==> config.mk <==
export PLATFORM = sky130hd
export DESIGN_NAME = mem_lsu_flat
export DESIGN_NICKNAME = d
export VERILOG_FILES = /design/src/rtl/mem_lsu_if.sv /design/src/rtl/mem_lsu.sv /design/src/flat_wrapper.sv
export SDC_FILE = /design/constraint.sdc
export NUM_CORES = 1
export LEC_CHECK = 0
export ABC_AREA = 1
export CAP_MARGIN = 5
export CORE_UTILIZATION = 36
export CTS_CLUSTER_SIZE = 8
export DETAILED_ROUTE_END_ITERATION = 16
export GPL_ROUTABILITY_DRIVEN = 0
export GPL_TIMING_DRIVEN = 0
export PLACE_DENSITY = 0.79
export SKIP_CTS_REPAIR_TIMING = 1
export SLEW_MARGIN = 20
export SYNTH_ARGS = -nofsm -noshare
export SYNTH_HDL_FRONTEND = slang
export SYNTH_SLANG_ARGS = --single-unit
==> constraint.sdc <==
create_clock -name clk -period 2 [get_ports clk]
set_clock_uncertainty 0.05 [all_clocks]
set_input_delay 0.2 -clock clk [delete_from_list [all_inputs] [get_ports clk]]
set_output_delay 0.2 -clock clk [all_outputs]
set_load 0.01 [all_outputs]
==> src/rtl/mem_lsu_if.sv <==
`default_nettype none
// ============================================================================
// mem_lsu_if : request/response handshake and data-RAM bus of the load/store unit
// Rev 1.0
// ============================================================================
interface mem_lsu_if #(
    parameter int TAG_W = 5
);
    logic             req_valid;
    logic             req_ready;
    logic [2:0]       req_op;
    logic [31:0]      req_addr;
    logic [31:0]      req_wdata;
    logic [TAG_W-1:0] req_tag;

    logic             resp_valid;
    logic             resp_ready;
    logic [31:0]      resp_data;
    logic             resp_err;
    logic [TAG_W-1:0] resp_tag;

    logic [31:0]      addr_mem;
    logic [31:0]      w_data_mem;
    logic [3:0]       w_en_mem;
    logic             en_mem;
    logic [31:0]      r_data_mem;

    // Pipeline plus data RAM: issues requests, consumes responses, returns read data.
    modport master (
        output req_valid, req_op, req_addr, req_wdata, req_tag,
        output resp_ready, r_data_mem,
        input  req_ready, resp_valid, resp_data, resp_err, resp_tag,
        input  addr_mem, w_data_mem, w_en_mem, en_mem
    );

    modport slave (
        input  req_valid, req_op, req_addr, req_wdata, req_tag,
        input  resp_ready, r_data_mem,
        output req_ready, resp_valid, resp_data, resp_err, resp_tag,
        output addr_mem, w_data_mem, w_en_mem, en_mem
    );
endinterface
`default_nettype wire

==> src/rtl/mem_lsu.sv <==
`default_nettype none
// ============================================================================
// mem_lsu : byte/half/word load-store unit in front of a 1-cycle sync-read RAM
// Rev 1.0
// ============================================================================
module mem_lsu #(
    parameter bit BIG_ENDIAN = 1'b1,
    parameter int TAG_W      = 5
) (
    input  wire logic clk,
    input  wire logic rst,
    mem_lsu_if.slave  lsu_io
);
    localparam logic [2:0] OP_LB  = 3'd0;
    localparam logic [2:0] OP_LBU = 3'd1;
    localparam logic [2:0] OP_LH  = 3'd2;
    localparam logic [2:0] OP_LHU = 3'd3;
    localparam logic [2:0] OP_LW  = 3'd4;
    localparam logic [2:0] OP_SB  = 3'd5;
    localparam logic [2:0] OP_SH  = 3'd6;
    localparam logic [2:0] OP_SW  = 3'd7;

    typedef enum logic [1:0] {
        S_IDLE = 2'd0,
        S_RESP = 2'd1,
        S_HOLD = 2'd2
    } state_t;

    state_t           state_q;
    logic [2:0]       op_q;
    logic [1:0]       off_q;
    logic [TAG_W-1:0] tag_q;
    logic             err_q;
    logic [31:0]      hold_q;

    logic        w_req_ready;
    logic        w_accept;
    logic        w_go;
    logic        w_is_store;
    logic        w_is_half;
    logic        w_is_word;
    logic        w_misalign;
    logic [3:0]  w_lanes;
    logic [31:0] w_repl;
    logic [31:0] w_fmt;

    function automatic logic [31:0] fmt_load(input logic [31:0] word,
                                             input logic [2:0]  op,
                                             input logic [1:0]  off);
        logic [1:0]  bsel;
        logic        hsel;
        logic [31:0] bsh;
        logic [31:0] hsh;
        logic [31:0] res;
        bsel = BIG_ENDIAN ? ~off : off;
        hsel = BIG_ENDIAN ? ~off[1] : off[1];
        bsh  = word >> {bsel, 3'b000};
        hsh  = word >> {hsel, 4'b0000};
        case (op)
            OP_LB:   res = {{24{bsh[7]}}, bsh[7:0]};
            OP_LBU:  res = {24'd0, bsh[7:0]};
            OP_LH:   res = {{16{hsh[15]}}, hsh[15:0]};
            OP_LHU:  res = {16'd0, hsh[15:0]};
            default: res = word;
        endcase
        return res;
    endfunction

    always_comb begin
        w_is_store  = (lsu_io.req_op == OP_SB) || (lsu_io.req_op == OP_SH) ||
                      (lsu_io.req_op == OP_SW);
        w_is_half   = (lsu_io.req_op == OP_LH) || (lsu_io.req_op == OP_LHU) ||
                      (lsu_io.req_op == OP_SH);
        w_is_word   = (lsu_io.req_op == OP_LW) || (lsu_io.req_op == OP_SW);
        w_misalign  = (w_is_half && lsu_io.req_addr[0]) ||
                      (w_is_word && (lsu_io.req_addr[1:0] != 2'b00));
        w_req_ready = !rst && ((state_q == S_IDLE) || lsu_io.resp_ready);
        w_accept    = lsu_io.req_valid && w_req_ready;
        w_go        = w_accept && !w_misalign;

        w_lanes = 4'b1111;
        w_repl  = lsu_io.req_wdata;
        case (lsu_io.req_op)
            OP_SB: begin
                w_lanes = BIG_ENDIAN ? (4'b1000 >> lsu_io.req_addr[1:0])
                                     : (4'b0001 << lsu_io.req_addr[1:0]);
                w_repl  = {4{lsu_io.req_wdata[7:0]}};
            end
            OP_SH: begin
                w_lanes = (lsu_io.req_addr[1] ^ BIG_ENDIAN) ? 4'b1100 : 4'b0011;
                w_repl  = {2{lsu_io.req_wdata[15:0]}};
            end
            default: ;
        endcase

        // Stores and faulted accesses return zero data; loads use the RAM word of this cycle.
        w_fmt = (err_q || (op_q >= OP_SB)) ? 32'd0 : fmt_load(lsu_io.r_data_mem, op_q, off_q);
    end

    assign lsu_io.req_ready  = w_req_ready;
    assign lsu_io.en_mem     = w_go;
    assign lsu_io.w_en_mem   = (w_go && w_is_store) ? w_lanes : 4'b0000;
    assign lsu_io.addr_mem   = w_accept ? {lsu_io.req_addr[31:2], 2'b00} : 32'd0;
    assign lsu_io.w_data_mem = (w_accept && w_is_store) ? w_repl : 32'd0;

    assign lsu_io.resp_valid = (state_q != S_IDLE);
    assign lsu_io.resp_data  = (state_q == S_RESP) ? w_fmt :
                               (state_q == S_HOLD) ? hold_q : 32'd0;
    assign lsu_io.resp_err   = (state_q != S_IDLE) ? err_q : 1'b0;
    assign lsu_io.resp_tag   = (state_q != S_IDLE) ? tag_q : '0;

    always_ff @(posedge clk) begin
        if (rst) begin
            state_q <= S_IDLE;
            op_q    <= 3'd0;
            off_q   <= 2'd0;
            tag_q   <= '0;
            err_q   <= 1'b0;
            hold_q  <= 32'd0;
        end else begin
            if (w_accept) begin
                op_q  <= lsu_io.req_op;
                off_q <= lsu_io.req_addr[1:0];
                tag_q <= lsu_io.req_tag;
                err_q <= w_misalign;
            end
            // The RAM output is only trusted in RESP, so snapshot the result there.
            if (state_q == S_RESP) begin
                hold_q <= w_fmt;
            end
            case (state_q)
                S_IDLE: begin
                    if (w_accept) state_q <= S_RESP;
                end
                S_RESP, S_HOLD: begin
                    if (lsu_io.resp_ready) state_q <= w_accept ? S_RESP : S_IDLE;
                    else                   state_q <= S_HOLD;
                end
                default: state_q <= S_IDLE;
            endcase
        end
    end
endmodule
`default_nettype wire

==> src/flat_wrapper.sv <==
// flat-port wrapper written by rule: the top's interface ports become plain ports
module mem_lsu_flat 
#(
    parameter bit BIG_ENDIAN = 1'b1,
    parameter int TAG_W      = 5
)
  (clk, rst, lsu_io_req_valid, lsu_io_req_op, lsu_io_req_addr, lsu_io_req_wdata, lsu_io_req_tag, lsu_io_resp_ready, lsu_io_r_data_mem, lsu_io_req_ready, lsu_io_resp_valid, lsu_io_resp_data, lsu_io_resp_err, lsu_io_resp_tag, lsu_io_addr_mem, lsu_io_w_data_mem, lsu_io_w_en_mem, lsu_io_en_mem);
  mem_lsu_if #(.TAG_W(TAG_W)) lsu_io_i ();
  input  wire logic clk;
  input  wire logic rst;
  input wire logic [$bits(lsu_io_i.req_valid)-1:0] lsu_io_req_valid;
  input wire logic [$bits(lsu_io_i.req_op)-1:0] lsu_io_req_op;
  input wire logic [$bits(lsu_io_i.req_addr)-1:0] lsu_io_req_addr;
  input wire logic [$bits(lsu_io_i.req_wdata)-1:0] lsu_io_req_wdata;
  input wire logic [$bits(lsu_io_i.req_tag)-1:0] lsu_io_req_tag;
  input wire logic [$bits(lsu_io_i.resp_ready)-1:0] lsu_io_resp_ready;
  input wire logic [$bits(lsu_io_i.r_data_mem)-1:0] lsu_io_r_data_mem;
  output wire logic [$bits(lsu_io_i.req_ready)-1:0] lsu_io_req_ready;
  output wire logic [$bits(lsu_io_i.resp_valid)-1:0] lsu_io_resp_valid;
  output wire logic [$bits(lsu_io_i.resp_data)-1:0] lsu_io_resp_data;
  output wire logic [$bits(lsu_io_i.resp_err)-1:0] lsu_io_resp_err;
  output wire logic [$bits(lsu_io_i.resp_tag)-1:0] lsu_io_resp_tag;
  output wire logic [$bits(lsu_io_i.addr_mem)-1:0] lsu_io_addr_mem;
  output wire logic [$bits(lsu_io_i.w_data_mem)-1:0] lsu_io_w_data_mem;
  output wire logic [$bits(lsu_io_i.w_en_mem)-1:0] lsu_io_w_en_mem;
  output wire logic [$bits(lsu_io_i.en_mem)-1:0] lsu_io_en_mem;
  assign lsu_io_i.req_valid = lsu_io_req_valid;
  assign lsu_io_i.req_op = lsu_io_req_op;
  assign lsu_io_i.req_addr = lsu_io_req_addr;
  assign lsu_io_i.req_wdata = lsu_io_req_wdata;
  assign lsu_io_i.req_tag = lsu_io_req_tag;
  assign lsu_io_i.resp_ready = lsu_io_resp_ready;
  assign lsu_io_i.r_data_mem = lsu_io_r_data_mem;
  assign lsu_io_req_ready = lsu_io_i.req_ready;
  assign lsu_io_resp_valid = lsu_io_i.resp_valid;
  assign lsu_io_resp_data = lsu_io_i.resp_data;
  assign lsu_io_resp_err = lsu_io_i.resp_err;
  assign lsu_io_resp_tag = lsu_io_i.resp_tag;
  assign lsu_io_addr_mem = lsu_io_i.addr_mem;
  assign lsu_io_w_data_mem = lsu_io_i.w_data_mem;
  assign lsu_io_w_en_mem = lsu_io_i.w_en_mem;
  assign lsu_io_en_mem = lsu_io_i.en_mem;
  mem_lsu #(.BIG_ENDIAN(BIG_ENDIAN), .TAG_W(TAG_W)) u_core (.clk(clk), .rst(rst), .lsu_io(lsu_io_i));
endmodule
# ---- Yosys cells after proc, flatten, opt, wreduce, memory -nomap -nowiden
# Cells that the tools add are included.
dict set report classes {
  bitwise_logic 2
  n_reduce_logical 22
  shift 3
  mul 0
  n_addsub 0
  div_mod_pow 0
  n_lt_le_gt_ge 1
  n_mux 16
  eq_ne 12
}
# cell count
set op_table {}
lappend op_table {{32-bit 2-to-1 mux} 5}
lappend op_table {{32-bit case mux with 4 select lines} 1}
lappend op_table {{32-bit case mux with 2 select lines} 1}
lappend op_table {{32-bit by 5-bit >> shifter with 16-bit output} 1}
lappend op_table {{32-bit by 5-bit >> shifter with 8-bit output} 1}
lappend op_table {{3-bit by 2-bit equality test with 1-bit output (second input constant)} 4}
lappend op_table {{3-bit equality test (second input constant)} 4}
lappend op_table {{1-bit logical OR} 8}
lappend op_table {{4-bit 2-to-1 mux} 2}
lappend op_table {{4-bit case mux with 2 select lines} 1}
lappend op_table {{1-bit logical AND} 7}
lappend op_table {{5-bit 2-to-1 mux} 1}
lappend op_table {{2-bit 2-to-1 mux} 2}
lappend op_table {{2-bit case mux with 2 select lines} 1}
lappend op_table {{2-bit nonzero test} 2}
lappend op_table {{4-bit by 2-bit >> shifter with 4-bit output (first input constant)} 1}
lappend op_table {{3-bit by 1-bit equality test with 1-bit output (second input constant)} 1}
lappend op_table {{3-bit greater-or-equal comparator (second input constant)} 1}
lappend op_table {{3-bit zero test} 1}
lappend op_table {{2-bit by 1-bit equality test with 1-bit output (second input constant)} 1}
lappend op_table {{2-bit equality test (second input constant)} 1}
lappend op_table {{1-bit zero test} 2}
lappend op_table {{2-bit zero test} 1}
lappend op_table {{1-bit 2-to-1 mux} 2}
lappend op_table {{other kinds (4)} 4}
dict set report totals {
  n_memories 0
  input_bits 108
  mem_bits_ro 0
  ff_bits 45
  wordCells 62
  latchBits 0
  mem_bits_rw 0
}

# ---- Logic depth before layout (Yosys ltp)
dict set report logic_depth {
  depth_word 9
  mapped_depth 11
}

# ---- Worst setup path after synthesis
# No wires, ideal clock.
dict set report synth_path {
  path_type {reg2out}
  from {register u_core.state_q[0]}
  to {output lsu_io_w_en_mem[0]}
  required_ps 1750
  slack_ps 138
  path_stages_with_launch 12
  t_arrival_ps 1612
  path_cell_list {dfxtp_1 inv_1 ha_1 buf_6 inv_2 a21oi_4 nand2_4 inv_1 o21ai_1 nor2_2 nand2_1 nor2_1}
}
dict set report synth_via {
  elab_chain_len 7
}
# element line
set synth_rtl {}
lappend synth_rtl {{from (decl)} mem_lsu.sv:29} ;# state_t state_q;
lappend synth_rtl {{from (signal assigned)} mem_lsu.sv:136} ;# if (lsu_io.resp_ready) state_q <= w_accept ? S_RESP : S_IDLE;
lappend synth_rtl {{2-bit zero test} mem_lsu.sv:77} ;# w_req_ready = !rst && ((state_q == S_IDLE) || lsu_io.resp_ready);
lappend synth_rtl {{1-bit logical OR} mem_lsu.sv:77}
lappend synth_rtl {{1-bit logical AND} mem_lsu.sv:77}
lappend synth_rtl {{via lsu_io_req_ready} flat_wrapper.sv:18} ;# output wire logic [$bits(lsu_io_i.req_ready)-1:0] lsu_io_req_ready;
lappend synth_rtl {{1-bit logical AND} mem_lsu.sv:78} ;# w_accept = lsu_io.req_valid && w_req_ready;
lappend synth_rtl {{1-bit logical AND} mem_lsu.sv:79} ;# w_go = w_accept && !w_misalign;
lappend synth_rtl {{via lsu_io_en_mem} flat_wrapper.sv:26} ;# output wire logic [$bits(lsu_io_i.en_mem)-1:0] lsu_io_en_mem;
lappend synth_rtl {{1-bit logical AND} mem_lsu.sv:102} ;# assign lsu_io.w_en_mem = (w_go && w_is_store) ? w_lanes : 4'b0000;
lappend synth_rtl {{4-bit 2-to-1 mux} mem_lsu.sv:102}
lappend synth_rtl {{to (decl)} flat_wrapper.sv:25} ;# output wire logic [$bits(lsu_io_i.w_en_mem)-1:0] lsu_io_w_en_mem;
# The timed path passes the listed nets, and every way through them passes these cells.

# ---- Final worst setup path
dict set report layout_path {
  from {register u_core.state_q[0]}
  to {output lsu_io_w_data_mem[22]}
}
dict set report layout_via {
  elab_chain_len 6
}
# element line
set layout_rtl {}
lappend layout_rtl {{2-bit zero test} mem_lsu.sv:77}
lappend layout_rtl {{1-bit logical OR} mem_lsu.sv:77}
lappend layout_rtl {{1-bit logical AND} mem_lsu.sv:77}
lappend layout_rtl {{1-bit logical AND} mem_lsu.sv:78}
lappend layout_rtl {{1-bit logical AND} mem_lsu.sv:104} ;# assign lsu_io.w_data_mem = (w_accept && w_is_store) ? w_repl : 32'd0;
lappend layout_rtl {{32-bit 2-to-1 mux} mem_lsu.sv:104}
lappend layout_rtl {{to (decl)} flat_wrapper.sv:24} ;# output wire logic [$bits(lsu_io_i.w_data_mem)-1:0] lsu_io_w_data_mem;
# Every way passes these cells.

==> impl_results.md <==
- Dpl cells: 905
- Buffer cell driving the clock tree root: clkbuf_8
- Die height: 99.23 um
- Cell area after synthesis: 3403 um^2
- Number of buffers inserted during clock tree synthesis: 5
- Static Leakage: 3.148 nW
- Arr. time, crit path: 2.16 ns
- Sequential area share after synthesis: 26.47%
- Maximum level of the CTS H-tree: 2
- Maximum operating frequency: 0.4147 GHz
- Number of global-route vias before repair: 4424
- Worst hold-check slack: 0.2087 ns
- Clock Power Share: 17.5%
- Syn. warnings: 0
- Die outline area: 9847 um^2
- Data required time of the worst path: 1.75 ns
- Number of setup violations in the final report: 84
- Largest net degree at the start of global routing: 17
- Psw: 1.354 mW
- DP Worst Slack: -0.6487 ns
- Portion of total power attributed to combinational logic: 53.0%
- Tightest Pin Transition: 0.5780 ns
- Number of vias after detailed routing: 5040
- Site row count: 35
- Number of nets with antenna violations after routing: 0
- Relative slew margins: 61.47%
- Detailed-route wire length per cell: 16.27 um
- Average vias per placed instance: 5.234
- Initial antenna violation count: 0
- Number of maximum-capacitance constraint violations: 0
- Unrepaired setup endpoints after global routing: yes
- I/O Buffers: 213
- Post-layout minimum cycle time: 2.411 ns
- Floorplan core area: 9196 um^2
- Wire length after detailed routing: 15.67 mm
- CTS max path bufs: 2
- Library cell with the largest summed area after synthesis: dfxtp_1
- Area after detailed placement: 5678 um^2
- Gate Count Post-Synth: 580
- Largest fanout on the critical path: 8
- Hold crit path type: in2reg
- Starting utilization of the core area: 37.01%
- Synth-to-Final Area Change: 87.57%
- Hold violation count in the final report: 0
- Total global-route track usage: 26.54%
- Grt ovf: 0
- Drt pass-1 iters: 5
- Fill count: 732
- Mean Syn Cell Area: 5.868 um^2
- Post-synthesis cell type count: 33
- Net total in the final layout: 963
- Source-to-sink clock delay at the later pin of the worst-skew pair: 0.31 ns
- Kind of end point of the critical path: primary output
- Startpoint Class: flip-flop
- Largest voltage drop on the vdd net: 0.0003335 V
- Leading post-synthesis cells by cell area: dfxtp_1 26%, o21ai_0 11%, nand2_1 11%, nor2_1 11%, a21oi_1 9.9%
- CTS tree: built
- Final setup TNS: -14.53 ns
- Design area: 6384 um^2
- Critical setup path kind: reg2out
- Count of unresolved DRC violations after routing: 0
- Sum of net half-perimeters after detailed placement: 10.79 mm
- Top-Level Pins: 217
- Number of violations reported at the end of detailed-routing iteration 0: 241
- Reg clk slew, reported paths: 0.09 ns
- Clock Sinks: 45
- Number of diodes added for antenna fixing: 0
- Int Pwr: 2.063 mW
- Overall power consumption: 3.417 mW
- Sequential share of power: 29.5%
- Final slew viol count: 0
- Final period utilization: 120.6%
- Number of synthesized register bits: 45
- First-pass GRT wire length: 20.91 mm
- Run status: finished with violations
- Ratio of cells with drive above 1 in the final layout: 34.51%
- Net switching fraction of the power: 39.62%
- Failing checks: setup timing
- Final core area utilization: 69.42%
- Share of the synthesized area in the top cell type: 26.47%
- Total power divided by cell area: 535.3 nW/um^2
- Worst setup slack after layout: -0.4114 ns
- Final Instance Count excl. Fillers: 963
- Overall die width: 99.23 um
[path summary, 6_finish.rpt]
check | start | end | slack [ns] | depth (start not counted)
hold / removal | rst | u_core.hold_q[10] | 0.21 | 2
hold reg to reg | u_core.tag_q[1] | u_core.tag_q[1] | 0.41 | 2
setup / recovery | u_core.state_q[0] | lsu_io_w_data_mem[22] | -0.41 | 12
setup reg to reg | u_core.state_q[1] | u_core.op_q[0] | 0.22 | 10
[power groups by stage]
stage | combinational, mW | clock (mW) | sequential (mW)
floorplan | 0.704 | 0 | 1.01
global placement | 1.32 | 0 | 1.02
detailed placement | 1.34 | 0 | 1.02
CTS | 1.35 | 0.606 | 0.999
global route | 1.94 | 0.640 | 1.02
finish | 1.81 | 0.596 | 1.01
[synthesized netlist by cell type]
cell / instances
clkbuf_1: 18
nand2_2: 1
inv_1: 86
a21oi_1: 67
conb_1: 1
o211ai_1: 1
buf_4: 6
or2_2: 8
a211oi_1: 6
nand2_1: 98
nor3_2: 1
nand4_1: 2
nor2_4: 2
nor2_2: 1
a21oi_2: 1
nand3_1: 22
nand2_4: 2
nand3_2: 5
o21ai_1: 1
a211oi_2: 2
ha_1: 4
and3_1: 1
o21ai_2: 3
buf_2: 7
nor3_1: 5
a21oi_4: 1
o21ai_0: 75
o22ai_1: 1
nand3_4: 1
dfxtp_1: 45
buf_6: 3
nor2_1: 97
inv_2: 6
[logic make-up after synthesis]
group           after synthesis  synth area share, %
fa+ha+maj                     4                1.471
flops                        45                26.47
buf+inv                     126                15.48
other cells                   1               0.1102
compound gates              158                25.00
simple gates                246                31.47
[routing by layer]
layer  track usage (%)  up-vias  wire length [um]
li1                  -     2388                 -
met5                 0        -                 0
met1             30.50     2262              5668
met4             10.52        0               646
met3             6.395       68              1351
met2             47.28      322              8003
[state kept, by name (all words and copies together), names as in the netlist]
name	count
u_core.err_q	1
u_core.off_q	2
u_core.state_q	2
u_core.tag_q	5
u_core.hold_q	32
u_core.op_q	3
[final cells by class]
class                           count  area (um^2)  area share (%)
Multi-Input combinational cell    412         2404           37.65
Timing Repair Buffer              261         2181           34.16
Sequential cell                    45        913.4           14.31
Inverter                           92        377.9           5.919
Buffer                             34        275.3           4.312
Tap cell                          111        138.9           2.176
Clock buffer                        5        68.82           1.078
Clock inverter                      3        25.02          0.3920
[worst max-delay path, cell delays in order (launching register included)]
cell and delay (ns):
dfxtp_4 0.37, inv_4 0.06, ha_4 0.12, buf_6 0.12
inv_4 0.04, a21oi_4 0.17, nand2_4 0.12, nor2_4 0.19
buf_6 0.14, inv_8 0.05, buf_8 0.13, a211oi_2 0.18
buf_2 0.16
[layout by cell type (no fill, tap or decap), drive strengths merged]
cell / synthesis / final
clkdlybuf4s50: 0 / 108
clkinv: 0 / 1
nand2: 101 / 102
o22ai: 1 / 1
nor3: 6 / 6
dlymetal6s2s: 0 / 9
a211oi: 8 / 8
inv: 92 / 93
dfxtp: 45 / 45
buf: 16 / 138
nand3: 28 / 28
clkbuf: 18 / 45
clkinvlp: 0 / 1
or2: 8 / 8
o21ai: 79 / 79
nor2: 100 / 101
conb: 1 / 2
a21oi: 69 / 69
o211ai: 1 / 1
ha: 4 / 4
and3: 1 / 1
nand4: 2 / 2
Power figures use the tool's default switching activity.
